### config.mk
export PLATFORM = sky130hd
export DESIGN_NAME = fetch_queue_unit_flat
export DESIGN_NICKNAME = d
export VERILOG_FILES = /design/src/rtl/fetch_queue_unit_pkg.sv /design/src/rtl/fetch_queue_unit_if.sv /design/src/rtl/fetch_queue_unit_len_decode.sv /design/src/rtl/fetch_queue_unit.sv /design/src/flat_wrapper.sv
export SDC_FILE = /design/constraint.sdc
export NUM_CORES = 1
export LEC_CHECK = 0
export ABC_CLOCK_PERIOD_IN_PS = 9060
export CORE_ASPECT_RATIO = 1.5
export CORE_MARGIN = 2
export CORE_UTILIZATION = 50
export CTS_CLUSTER_DIAMETER = 50
export DETAILED_ROUTE_END_ITERATION = 7
export PLACE_DENSITY = 0.74
export SETUP_SLACK_MARGIN = 0.1
export SYNTH_ARGS = -nofsm -noshare
export SYNTH_HDL_FRONTEND = slang
export SYNTH_SLANG_ARGS = --single-unit
### constraint.sdc
create_clock -name clk -period 9.06 [get_ports clk]
set_clock_uncertainty 0.05 [all_clocks]
set_input_delay 1.359 -clock clk [delete_from_list [all_inputs] [get_ports clk]]
set_output_delay 1.359 -clock clk [all_outputs]
set_load 0.01 [all_outputs]
### src/rtl/fetch_queue_unit_pkg.sv
// fetch_pkg: opcode constants, instruction-length decode and queue FSM states.
package fetch_pkg;
  localparam logic [7:0] OP_RET = 8'hC3, OP_NOP = 8'h90, OP_HLT = 8'hF4;
  localparam logic [7:0] OP_ADD = 8'h01, OP_MOV = 8'h89, OP_ADDI8 = 8'h83;
  localparam logic [7:0] OP_MOVI_AX = 8'hB8, OP_MOVI_CX = 8'hB9, OP_ADDI = 8'h05, OP_JMP = 8'hE9;
  typedef enum logic [1:0] {RUN, WAIT, DRAIN, HALTED} state_t;
  function automatic logic [2:0] len_decode(input logic [7:0] op);
    return (op == OP_ADD || op == OP_MOV) ? 3'd2 :
           (op == OP_ADDI8) ? 3'd3 :
           (op == OP_MOVI_AX || op == OP_MOVI_CX || op == OP_ADDI || op == OP_JMP) ? 3'd5 : 3'd1;
  endfunction
endpackage

### src/rtl/fetch_queue_unit_if.sv
// fetch_queue_unit_if: instruction-memory, redirect and decoder handshakes of the fetch queue.
interface fetch_queue_unit_if #(parameter int FETCH_BYTES = 8);
  logic imem_req_valid, imem_req_ready, imem_rsp_valid;
  logic [31:0] imem_req_addr;
  logic [FETCH_BYTES*8-1:0] imem_rsp_data;
  logic redirect_valid;
  logic [31:0] redirect_target;
  logic dec_valid, dec_ready;
  logic [39:0] dec_instr;
  logic [31:0] dec_pc;
  logic [2:0] dec_len;
  modport master(output imem_req_valid, imem_req_addr, dec_valid, dec_instr, dec_pc, dec_len,
                 input imem_req_ready, imem_rsp_valid, imem_rsp_data, redirect_valid, redirect_target, dec_ready);
  modport slave(input imem_req_valid, imem_req_addr, dec_valid, dec_instr, dec_pc, dec_len,
                output imem_req_ready, imem_rsp_valid, imem_rsp_data, redirect_valid, redirect_target, dec_ready);
endinterface

### src/rtl/fetch_queue_unit_len_decode.sv
// fetch_len_decode: combinational opcode to instruction-length lookup.
module fetch_len_decode import fetch_pkg::*; (
  input  logic [7:0] opcode,
  output logic [2:0] len
);
  assign len = len_decode(opcode);
endmodule

### src/rtl/fetch_queue_unit.sv
// fetch_queue_unit: circular byte queue between instruction memory and a variable-length decoder.
// Optional FETCH_QUEUE_PERF_EN adds saturating instruction/starvation counters.
module fetch_queue_unit import fetch_pkg::*; #(
  parameter int FETCH_BYTES = 8,
  parameter int QUEUE_BYTES = 16,
  parameter logic [31:0] RESET_PC = 32'h0000_0000
) (
  input logic clk,
  input logic rst_n,
  fetch_queue_unit_if.master bus
`ifdef FETCH_QUEUE_PERF_EN
  ,
  output logic [31:0] perf_instr_cnt,
  output logic [31:0] perf_starve_cnt
`endif
);
  localparam int PW = $clog2(QUEUE_BYTES);
  localparam int CW = PW + 1;
  state_t state;
  logic outst, req_fire, dec_fire, halt_fire, append, busy;
  logic [PW-1:0] head, tail;
  logic [CW-1:0] count;
  logic [31:0] fetch_pc, dec_pc;
  logic [7:0] q [QUEUE_BYTES];
  logic [7:0] opcode;
  logic [2:0] len;
  assign opcode = count != '0 ? q[head] : 8'h00;
  fetch_len_decode u_len (.opcode(opcode), .len(len));
  always_comb begin
    bus.dec_instr = '0;
    for (int i = 0; i < 5; i++)
      if (i < int'(len) && i < int'(count)) bus.dec_instr[8*i +: 8] = q[head + PW'(i)];
  end
  assign bus.dec_len = len;
  assign bus.dec_pc = dec_pc;
  assign bus.dec_valid = state != HALTED && count != '0 && count >= CW'(len);
  assign bus.imem_req_valid = rst_n && state == RUN && (CW'(QUEUE_BYTES) - count) >= CW'(FETCH_BYTES);
  assign bus.imem_req_addr = fetch_pc;
  assign req_fire = bus.imem_req_valid && bus.imem_req_ready;
  assign dec_fire = bus.dec_valid && bus.dec_ready;
  assign halt_fire = dec_fire && opcode == OP_HLT;
  assign append = state == WAIT && bus.imem_rsp_valid && !halt_fire;
  assign busy = (outst && !bus.imem_rsp_valid) || req_fire;
  always_ff @(posedge clk or negedge rst_n)
    if (!rst_n) begin
      state <= RUN;
      outst <= 1'b0;
      head <= '0;
      tail <= '0;
      count <= '0;
      fetch_pc <= RESET_PC;
      dec_pc <= RESET_PC;
    end else if (bus.redirect_valid) begin
      state <= busy ? DRAIN : RUN;
      outst <= busy;
      head <= '0;
      tail <= '0;
      count <= '0;
      fetch_pc <= bus.redirect_target;
      dec_pc <= bus.redirect_target;
    end else begin
      state <= halt_fire ? HALTED :
               (state == RUN && req_fire) ? WAIT :
               ((state == WAIT || state == DRAIN) && bus.imem_rsp_valid) ? RUN : state;
      outst <= busy;
      head <= head + (dec_fire ? PW'(len) : '0);
      tail <= tail + (append ? PW'(FETCH_BYTES) : '0);
      count <= count + (append ? CW'(FETCH_BYTES) : '0) - (dec_fire ? CW'(len) : '0);
      fetch_pc <= fetch_pc + (append ? 32'(FETCH_BYTES) : 32'd0);
      dec_pc <= dec_pc + (dec_fire ? 32'(len) : 32'd0);
    end
  always_ff @(posedge clk)
    if (append)
      for (int i = 0; i < FETCH_BYTES; i++) q[tail + PW'(i)] <= bus.imem_rsp_data[8*i +: 8];
`ifdef FETCH_QUEUE_PERF_EN
  always_ff @(posedge clk or negedge rst_n)
    if (!rst_n) begin
      perf_instr_cnt <= '0;
      perf_starve_cnt <= '0;
    end else begin
      if (dec_fire && !bus.redirect_valid && perf_instr_cnt != '1) perf_instr_cnt <= perf_instr_cnt + 32'd1;
      if (state != HALTED && !bus.dec_valid && perf_starve_cnt != '1) perf_starve_cnt <= perf_starve_cnt + 32'd1;
    end
`endif
endmodule

### src/flat_wrapper.sv
// flat-port wrapper written by rule: the top's interface ports become plain ports
module fetch_queue_unit_flat import fetch_pkg::*;
#(
  parameter int FETCH_BYTES = 8,
  parameter int QUEUE_BYTES = 16,
  parameter logic [31:0] RESET_PC = 32'h0000_0000
)
  (clk, rst_n, bus_imem_req_valid, bus_imem_req_addr, bus_dec_valid, bus_dec_instr, bus_dec_pc, bus_dec_len, bus_imem_req_ready, bus_imem_rsp_valid, bus_imem_rsp_data, bus_redirect_valid, bus_redirect_target, bus_dec_ready);
  fetch_queue_unit_if #(.FETCH_BYTES(FETCH_BYTES)) bus_i ();
  input logic clk;
  input logic rst_n;
  output wire logic [$bits(bus_i.imem_req_valid)-1:0] bus_imem_req_valid;
  output wire logic [$bits(bus_i.imem_req_addr)-1:0] bus_imem_req_addr;
  output wire logic [$bits(bus_i.dec_valid)-1:0] bus_dec_valid;
  output wire logic [$bits(bus_i.dec_instr)-1:0] bus_dec_instr;
  output wire logic [$bits(bus_i.dec_pc)-1:0] bus_dec_pc;
  output wire logic [$bits(bus_i.dec_len)-1:0] bus_dec_len;
  input wire logic [$bits(bus_i.imem_req_ready)-1:0] bus_imem_req_ready;
  input wire logic [$bits(bus_i.imem_rsp_valid)-1:0] bus_imem_rsp_valid;
  input wire logic [$bits(bus_i.imem_rsp_data)-1:0] bus_imem_rsp_data;
  input wire logic [$bits(bus_i.redirect_valid)-1:0] bus_redirect_valid;
  input wire logic [$bits(bus_i.redirect_target)-1:0] bus_redirect_target;
  input wire logic [$bits(bus_i.dec_ready)-1:0] bus_dec_ready;
  assign bus_imem_req_valid = bus_i.imem_req_valid;
  assign bus_imem_req_addr = bus_i.imem_req_addr;
  assign bus_dec_valid = bus_i.dec_valid;
  assign bus_dec_instr = bus_i.dec_instr;
  assign bus_dec_pc = bus_i.dec_pc;
  assign bus_dec_len = bus_i.dec_len;
  assign bus_i.imem_req_ready = bus_imem_req_ready;
  assign bus_i.imem_rsp_valid = bus_imem_rsp_valid;
  assign bus_i.imem_rsp_data = bus_imem_rsp_data;
  assign bus_i.redirect_valid = bus_redirect_valid;
  assign bus_i.redirect_target = bus_redirect_target;
  assign bus_i.dec_ready = bus_dec_ready;
  fetch_queue_unit #(.FETCH_BYTES(FETCH_BYTES), .QUEUE_BYTES(QUEUE_BYTES), .RESET_PC(RESET_PC)) u_core (.clk(clk), .rst_n(rst_n), .bus(bus_i));
endmodule
Word level (Yosys, flattened, before mapping)
Memories as Yosys holds them, arrays and structs flattened. Cells that the tools add are included.

Output and inout bits: 109. Register bits: 80. Memories kept: 1. Input port bits: 102. RAM bits: 128. Word-level logic and storage cells: 104.

Memory list: u_core.q (depth 16, width 8, read ports 5, clocked after Yosys merged registers in 0, write ports 8, line fetch_queue_unit.sv:24) `logic [7:0] q [QUEUE_BYTES];`.

Add/subtract/negate cells: 18. Magnitude comparators: 12. Multiplexer cells: 27. Reductions and logical operators: 28. Equality and inequality tests: 11.

Operators by type and width (number): $add 32x32->32 (2); $mux 32 (2); $eq 8x8->1 const B (6); $mux 8 (6); $add 4x3->4 const B (5); $mux 4 (5); $mux 3 (6); $logic_and 1x1->1 (17); $add 4x2->4 const B (4); $lt 1x5->1 const A (2); $lt 2x5->1 const A (2); $mux 2 (5); $add 4x1->4 const B (2); $add 4x4->4 (2); $eq 8x1->1 const B (1); $eq 8x3->1 const B (1); $logic_or 1x1->1 (6); $lt 1x3->1 const A (2); $lt 2x3->1 const A (2); $add 5x5->5 (1); $ge 5x3->1 (1); $ge 5x4->1 const B (1); $lt 3x5->1 const A (1); $mux 5 (1); 11 further kinds (13).

Depth between registers and ports, before layout
Depth after elaboration: 19. Depth in mapped cells: 27. Gate-level depth less buffers: 24.

By module
Synthesis repeated with hierarchy kept, for this count alone.

Cell total of the unflattened synthesis: 1273. Area total of the unflattened synthesis: 14390.1 um2.

By module, submodules not included: fetch_queue_unit (sequential area each 5770.5 um2, cells each 1257, area an instance 14282.4 um2, times used 1); fetch_len_decode (sequential area each 0.0 um2, cells each 16, area an instance 107.6 um2, times used 1).

Worst setup path before layout
No wires, ideal clock.

Path type: register to register. From: register u_core.head[1]. To: memory u_core.q[10][0], data pin. Slack: 2.264 ns. Path buffers: 4. Required time: 8.877 ns. Arrival: 6.612 ns. Setup time: 0.133 ns. Cell stages (with the launch flop): 23. Cells stage by stage: dfrtp_1 > buf_4 > mux4_2 > mux2_2 > or3b_2 > a21oi_1 > nand2b_1 > o21ai_1 > inv_1 > ha_1 > nand2b_1 > a21oi_1 > o21ai_0 > nand3_1 > nor3_1 > nand4_1 > and3_1 > ha_1 > clkbuf_1 > clkbuf_1 > buf_1 > nand2_1 > nand2_1.

RTL lines: start: declaration (line fetch_queue_unit.sv:21) `logic [PW-1:0] head, tail;`; start signal: assignment (line fetch_queue_unit.sv:66) `head <= head + (dec_fire ? PW'(len) : '0);`; end: declaration (line fetch_queue_unit.sv:24).

Final worst setup path
From: register u_core.head[0]. To: register u_core.fetch_pc[31], in the netlist u_core.bus.imem_req_addr[31].

Word-level cells in the longest chain between the ends: 18.

RTL lines: $mem_v2 16x8 *; $mux 8 * (line fetch_queue_unit.sv:27) `assign opcode = count != '0 ? q[head] : 8'h00;`; $eq 8x8->1 (line fetch_queue_unit_pkg.sv:10) `(op == OP_MOVI_AX || op == OP_MOVI_CX || op == OP_ADDI || op == OP_JMP) ? 3'd5 : 3'd1;`; $logic_or 1x1->1 (3 in series) (line fetch_queue_unit_pkg.sv:10); $mux 3 (line fetch_queue_unit_pkg.sv:10); $mux 3 (line fetch_queue_unit_pkg.sv:9) `(op == OP_ADDI8) ? 3'd3 :`; $mux 3 (line fetch_queue_unit_pkg.sv:8) `return (op == OP_ADD || op == OP_MOV) ? 3'd2 :`; $ge 5x3->1 (line fetch_queue_unit.sv:36) `assign bus.dec_valid = state != HALTED && count != '0 && count >= CW'(len);`; $logic_and 1x1->1 (line fetch_queue_unit.sv:36); $logic_and 1x1->1 (line fetch_queue_unit.sv:40) `assign dec_fire = bus.dec_valid && bus.dec_ready;`; $logic_and 1x1->1 * (line fetch_queue_unit.sv:41) `assign halt_fire = dec_fire && opcode == OP_HLT;`; $logic_not 1->1 * (line fetch_queue_unit.sv:42) `assign append = state == WAIT && bus.imem_rsp_valid && !halt_fire;`; $logic_and 1x1->1 * (line fetch_queue_unit.sv:42); $mux 4 * (line fetch_queue_unit.sv:69) `fetch_pc <= fetch_pc + (append ? 32'(FETCH_BYTES) : 32'd0);`; $add 32x32->32 * (line fetch_queue_unit.sv:69); $mux 32 * (line fetch_queue_unit.sv:53) `end else if (bus.redirect_valid) begin`; end signal: assignment (line fetch_queue_unit.sv:59) `fetch_pc <= bus.redirect_target;`; end signal: assignment (line fetch_queue_unit.sv:69); end: declaration (line fetch_queue_unit.sv:23) `logic [31:0] fetch_pc, dec_pc;`.

Every way passes the cells marked *; elsewhere a longest branch is shown, timed or not. A chain may end at the register's enable or synchronous reset.

==> impl_metrics.json <==
{
  "post_route_cells_drive_above_1_share_pct": 20.8,
  "hold_class": "flop to flop",
  "leakage_nw": 6.27,
  "powerDensity_nw_per_um2": 209,
  "combPwrFrac_pct": 41.0,
  "vdd_ir_drop_max_mv": 0.151,
  "synth_edf_count": 128,
  "synthesis.nets": 1337,
  "cts_tree": "done",
  "clockPowerShare_pct": 26.5,
  "numCtsBuffers": 24,
  "grt_pass1_wl_um": 60900,
  "holdBufCountCts": 0,
  "startpoint_type": "flop",
  "ant_nets": 0,
  "p_switching_mw": 1.20,
  "synthTopCellsByCount": "nand2_1, mux4_2, edfxtp_1",
  "place.detailed.hpwl_um": 28700,
  "fin_crit_ns": 7.80,
  "total_power_mw": 3.65,
  "cts.clk_slew.worst_paths_ns": 0.06,
  "synthArstFlopShare_pct": 37.6,
  "maxSlewViolCount": 0,
  "die_w_um": 142,
  "gr-total-overflow": 0,
  "num-fill-cells": 2135,
  "grt_max_degree": 71,
  "end_kind": "flop",
  "clk_path_buf_depth": 3,
  "area_growth_pct": 22.5,
  "wl_per_cell_um": 22.6,
  "tns_ns": 0,
  "synth_area_leader_cell": "edfxtp_1",
  "synth.area.top_cells": "edfxtp_1, mux4_2, dfrtp_1",
  "ys_warn_count": 0,
  "status": "finished clean",
  "nets": 1507,
  "multi_input_area_um2": 8050,
  "synth_area_per_cell_um2": 11.9,
  "cp.required_ns": 9.41,
  "postCtsSetupRepairBufs": 0,
  "ys_ff_latch": 205,
  "coreArea_um2": 28100,
  "synthCells": 1204,
  "cts_resized": 0,
  "p_seq_share_pct": 32.5,
  "gp_congestion": 0.969,
  "initial_core_util_pct": 50.9,
  "first_global_vias": 11000,
  "rows": 75,
  "yosysMostFrequentCell": "nand2_1",
  "synth_top_area_share_pct": 26.9,
  "drc": 0,
  "cap_violations": 0,
  "p_sw_share_pct": 32.9,
  "insertedDiodeCount": 0,
  "grt_use_total_pct": 26.3,
  "clkSinkCount": 205,
  "fp.dieArea_um2": 30000,
  "yosysSeqAreaShare_pct": 40.4,
  "path_class": "flop to flop",
  "ys.flop_type": "edfxtp_1",
  "min_period_over_period_pct": 86.1,
  "arrival_ns": 8.15,
  "num_vias": 10900,
  "cts-root-buf": "clkbuf_16",
  "io-pin-count": 211,
  "worstMarginPinSlew_ns": 1.17,
  "utilization_pct": 62.4,
  "clkLatencyLatePin_ns": 0.52,
  "first_pass_iters": 5,
  "fmax_mhz": 128,
  "dr.first_iter.drc_count": 816,
  "htreeDepth": 1,
  "rsz0062_at_grt": "false",
  "die_h_um": 211,
  "ys_types": 54,
  "cp_max_fo": 29,
  "synth_area_um2": 14300,
  "regArea_um2": 5780,
  "wirelength_um": 39200,
  "port-buffer-count": 210,
  "max_slew_margin_pct": 21.7,
  "finalHoldViolCount": 0,
  "antenna_found_initial": 0,
  "avgViaCountPerCell": 6.27,
  "finalSetupViolations": 0,
  "power.internal_mw": 2.45
}
==> layer usage <==
layer  GRT usage [%]  wire, µm  vias to the layer above
met3            4.13      3310                      110
met1            31.3     13600                     5314
li1                -         -                     4832
met5               0         0                        -
met2            46.5     20500                      649
met4            12.5      1800                        0
==> flip-flops by register name (all words and copies together), names as in the netlist <==
name / flops
u_core.outst: 1
u_core.bus.dec_pc: 32
u_core.state: 2
u_core.bus.imem_req_addr: 32
u_core.head: 4
u_core.tail: 1
u_core.q: 128
u_core.count: 5
==> area by class of cell <==
cell class | count | share of cell area (%)
tap | 346 | 2.47
clock buffer | 33 | 3.98
sequential | 205 | 33.0
timing repair buffer | 231 | 13.0
multi-input combinational | 871 | 46.0
clock inverter | 11 | 0.608
inverter | 41 | 0.887
==> final timing paths <==
| check | end | depth (start not counted) | startpoint | slack (ns) |
|---|---|---|---|---|
| max in group asynchronous | u_core.head[0] | 2 | rst_n | 7.09 |
| min reg2reg | u_core.bus.imem_req_addr[1] | 1 | u_core.bus.imem_req_addr[1] | 0.46 |
| min in group asynchronous | u_core.bus.imem_req_addr[8] | 1 | rst_n | 0.62 |
| max | u_core.bus.imem_req_addr[31] | 25 | u_core.head[0] | 1.26 |
| min | u_core.bus.imem_req_addr[1] | 1 | u_core.bus.imem_req_addr[1] | 0.46 |
| max reg2reg | u_core.bus.imem_req_addr[31] | 25 | u_core.head[0] | 1.26 |
==> power by group through the flow <==
stage | Sequential (mW) | Combinational (mW) | Clock, mW
6_report | 1.19 | 1.50 | 0.968
5_1_grt | 1.20 | 1.62 | 1.02
4_1_cts | 1.19 | 1.50 | 0.981
3_5_place_dp | 1.21 | 1.49 | 0
3_3_place_gp | 1.20 | 1.46 | 0
2_1_floorplan | 1.16 | 1.09 | 0
==> critical path: stages (launching register included) <==
cell	delay (ns)
dfrtp_4	0.73
clkinv_2	0.61
buf_4	0.47
mux2_2	0.30
or3b_2	0.44
a21oi_1	0.25
nand2b_1	0.09
o21ai_1	0.72
inv_1	0.15
ha_1	0.32
nand2b_1	0.13
a21oi_1	0.13
o21ai_0	0.11
nand3_1	0.21
nor3_1	0.09
nand4_1	0.17
and3_1	0.33
ha_1	0.21
ha_1	0.18
nand3_1	0.16
nor4_1	0.64
nor2b_1	0.45
nand2_1	0.15
nor3_1	0.21
xor2_1	0.10
mux2_2	0.27
==> placed cells by master (no fill, tap or decap), drive strengths merged, types with 12 or more instances in the layout <==
| master | Yosys | final |
|---|---|---|
| edfxtp | 128 | 128 |
| inv | 41 | 42 |
| mux2i | 19 | 19 |
| nand3 | 24 | 24 |
| a21oi | 38 | 38 |
| xor2 | 32 | 32 |
| buf | 34 | 22 |
| nand2b | 21 | 21 |
| nor2 | 54 | 54 |
| xnor2 | 36 | 36 |
| o21ai | 21 | 21 |
| and3 | 14 | 14 |
| mux2 | 50 | 50 |
| nor3b | 12 | 12 |
| ha | 28 | 28 |
| dfrtp | 77 | 77 |
| nand2 | 266 | 266 |
| mux4 | 162 | 162 |
| clkbuf | 53 | 33 |
| clkdlybuf4s50 | 0 | 209 |
| nand4 | 12 | 12 |
==> through the flow <==
step                worst slack, ns  instances  hold slack (ns)  cell area (µm²)
floorplan                      2.26       1204            0.457            14300
global placement               1.47       1694            0.440            16700
detailed placement             1.27       1694            0.456            16700
CTS                            1.23       1738            0.469            17500
global route                  0.660       1738            0.481            17500
finish                         1.26       1738            0.464            17500
==> kinds of logic (layout without fill, tap and decap cells) <==
family	after synthesis	after routing	share of synthesized area, %
multiplexers	231	231	30.8
buffers and inverters	128	316	3.63
flip-flops	205	205	40.4
AND/OR/NAND/NOR	452	452	14.2
AO/OA/AOI/OAI	89	89	3.88
adder cells (fa/ha/maj)	31	31	2.87
XOR/XNOR	68	68	4.17
No activity file was read; power rests on OpenSTA's default activity.
==> variant: new RTL, same settings <==
Re-encode `state_t` (4 states) as Gray code, 2 bits wide.
--- a/src/rtl/fetch_queue_unit_pkg.sv
+++ b/src/rtl/fetch_queue_unit_pkg.sv
@@ -4,5 +4,5 @@
   localparam logic [7:0] OP_ADD = 8'h01, OP_MOV = 8'h89, OP_ADDI8 = 8'h83;
   localparam logic [7:0] OP_MOVI_AX = 8'hB8, OP_MOVI_CX = 8'hB9, OP_ADDI = 8'h05, OP_JMP = 8'hE9;
-  typedef enum logic [1:0] {RUN, WAIT, DRAIN, HALTED} state_t;
+  typedef enum logic [1:0] {RUN = 2'b00, WAIT = 2'b01, DRAIN = 2'b11, HALTED = 2'b10} state_t;
   function automatic logic [2:0] len_decode(input logic [7:0] op);
     return (op == OP_ADD || op == OP_MOV) ? 3'd2 :
Check against the original RTL: same outputs for any inputs over 4 cycles, from zero or initial values and one cycle with rst_n low; so few cycles prove little.
==> variant against the original RTL <==
- critical path depth is 3 lower
- synthesized cell count up 2.4%
- total power up 5.8%
- cell count up 3.7%
- final area is 1.1% higher
- sequential cell count did not move
- first-iteration DRC count up 32%
- utilization decreased by 0.54 points
- routed wire length up 4.5%
- hold slack worse by 0.0021 ns
- synthesized area grew 1.7%
- setup slack improved by 0.86 ns
- sequential share of layout area shrank 0.35 points
- critical path type unchanged
- largest cell class unchanged
==> variant: results (changes against the original RTL) <==
CTS
  – PostCTS Resize Cnt: 0 (unchanged)
  – Clk buf depth: 3 (unchanged)
  – Postcts setup bufs: 0 (unchanged)
  – CTS buffer count: 22 (-8.3%)
  – Clk root buf: clkbuf_16
  – H-tree depth: 1 (unchanged)
  – CTS clk-pin slew, worst paths: 0.06 ns (about the same)
  – Worst skew pair latency: 0.52 ns (about the same)

Global route
  – Antenna violations before repair: 0 (unchanged)
  – First-pass GRT wire length: 62540 um (+2.7%)
  – Total Routing Usage GR: 26.91% (+0.61 points)
  – Largest net degree at the start of global routing: 71 (unchanged)

Critical path
  – Worst Path Max Fanout: 39 (+34%)
  – Capturing point of the worst reg2reg path: u_core.bus.imem_req_addr[29]
  – Cell family with most CP delay: simple AND/OR/NAND/NOR gates
  – Internal reg-to-reg setup slack: 2.12 ns (+0.86 ns)
  – CP max stage delay: 0.76 ns (+0.03 ns)
  – Crit. Startpoint: u_core.head[0]
  – Crit path kind: flop to flop
  – Worst EP required: 9.41 ns (about the same)
  – Worst R2R Path Depth: 22 (-12%)
  – CP max stage cell: clkinv_2

Cells and area
  – Max reg flops: 128 (unchanged)
  – Largest reg by FF count: u_core.q
  – Number of fill cells in the layout: 2242 (+5.0%)
  – Layout cell share with drive strength beyond 1: 20.88% (+0.12 points)
  – Number of nets at the end of the flow: 1527 (+1.3%)

Placement
  – Hpwl dp: 29870 um (+4.1%)
  – Placer Congestion: 0.8923 (-7.9%)
  – Inst Count DP: 1763 (+4.1%)
  – I/O Buffers: 210 (unchanged)
  – Worst slack at placement: 2.026 ns (+0.7542 ns)

Synthesis
  – Synth area leaders: edfxtp_1, mux4_2, dfrtp_1
  – EDFF count, synth: 128 (unchanged)
  – Mean Syn Cell Area: 11.78 um^2 (-0.70%)
  – Syn nets: 1363 (+1.9%)
  – Synth top cells by count: nand2_1, mux4_2, edfxtp_1
  – Async S/R FF share, synth: 37.56% (unchanged)
  – Yosys warns: 0 (unchanged)
  – Netlist cell types: 57 (+5.6%)
  – Seq/Total Area, Yosys: 39.72% (-0.67 points)

Power
  – Switching pwr: 1330 uW (+11%)
  – P_leak: 0.006358 uW (+1.4%)
  – Max VDD drop: 176.0 uV (+17%)

Hold path
  – Worst Hold Path EP: u_core.bus.imem_req_addr[1]
  – Number of cells on the worst hold path: 1 (unchanged)
  – Worst hold-check path type: flop to flop
  – Worst hold start: u_core.bus.imem_req_addr[1]

Detailed routing
  – WL final: 40960 um (+4.5%)
  – Number of detailed-route iterations in the first pass: 5 (unchanged)
  – Via count: 11250 (+3.2%)
  – Initial DRC count: 1081 (+32%)
  – Wire per inst: 22.72 um (+0.72%)

STA
  – Worst-margin pin slew: 1.139 ns (-0.03444 ns)
  – Minimum clock period after layout: 6.940 ns (-0.8573 ns)

Run
  – Max-Cap Viols: 0 (unchanged)

Status
  – Status: complete, no violations
==> variant: cell count changes after synthesis, moves of 7 or more <==
cell	delta
nand2_1	+15
mux2_2	-12
and3_1	+10
buf_1	-10
nor2_1	+10
inv_1	-9
buf_2	+8
nor3b_2	+8
a2111oi_2	+7
nor3b_1	-7
nor4_1	-7
==> variant: layout make-up <==
type / instances / area share, %
Multi-Input combinational cell: 904 / 46.69
Sequential cell: 205 / 32.66
Tap cell: 390 / 2.758
Clock buffer: 27 / 3.338
Inverter: 32 / 0.6859
Clock inverter: 13 / 0.9970
Timing Repair Buffer: 232 / 12.87
==> variant: metrics by stage <==
step	utilization [%]	hold WS [ns]	cell area [um^2]
after detailed placement	59.14	0.4532	16930
final	61.82	0.4621	17690
after global routing	61.82	0.4852	17690
after CTS	61.82	0.4683	17690
after global placement	59.14	0.4415	16930
after floorplan	-	0.4773	14530
==> variant: cell families after synthesis <==
kind of cell / share of synthesized area [%]
and+or+nand+nor: 15.42
buffers and inverters: 3.772
adders and majority gates: 2.567
AOI/OAI and AO/OA: 4.556
DFF: 39.72
xor gates and xnor gates: 3.979
muxes: 29.98
==> variant: layer usage <==
metal / up-vias / wire length [um] / GRT usage, %
li1: 4940 / - / -
met1: 5485 / 13840 / 32.00
met2: 684 / 21010 / 46.92
met3: 140 / 3778 / 4.216
met4: 0 / 2327 / 14.13
met5: - / 0 / 0
==> variant: power groups by stage <==
stage	Sequential (uW)	Clock, uW	Combinational (uW)
6_report	1230	945	1690
5_1_grt	1250	999	1810
4_1_cts	1230	963	1690
3_5_place_dp	1250	0	1680
3_3_place_gp	1250	0	1640
2_1_floorplan	1180	0	1220
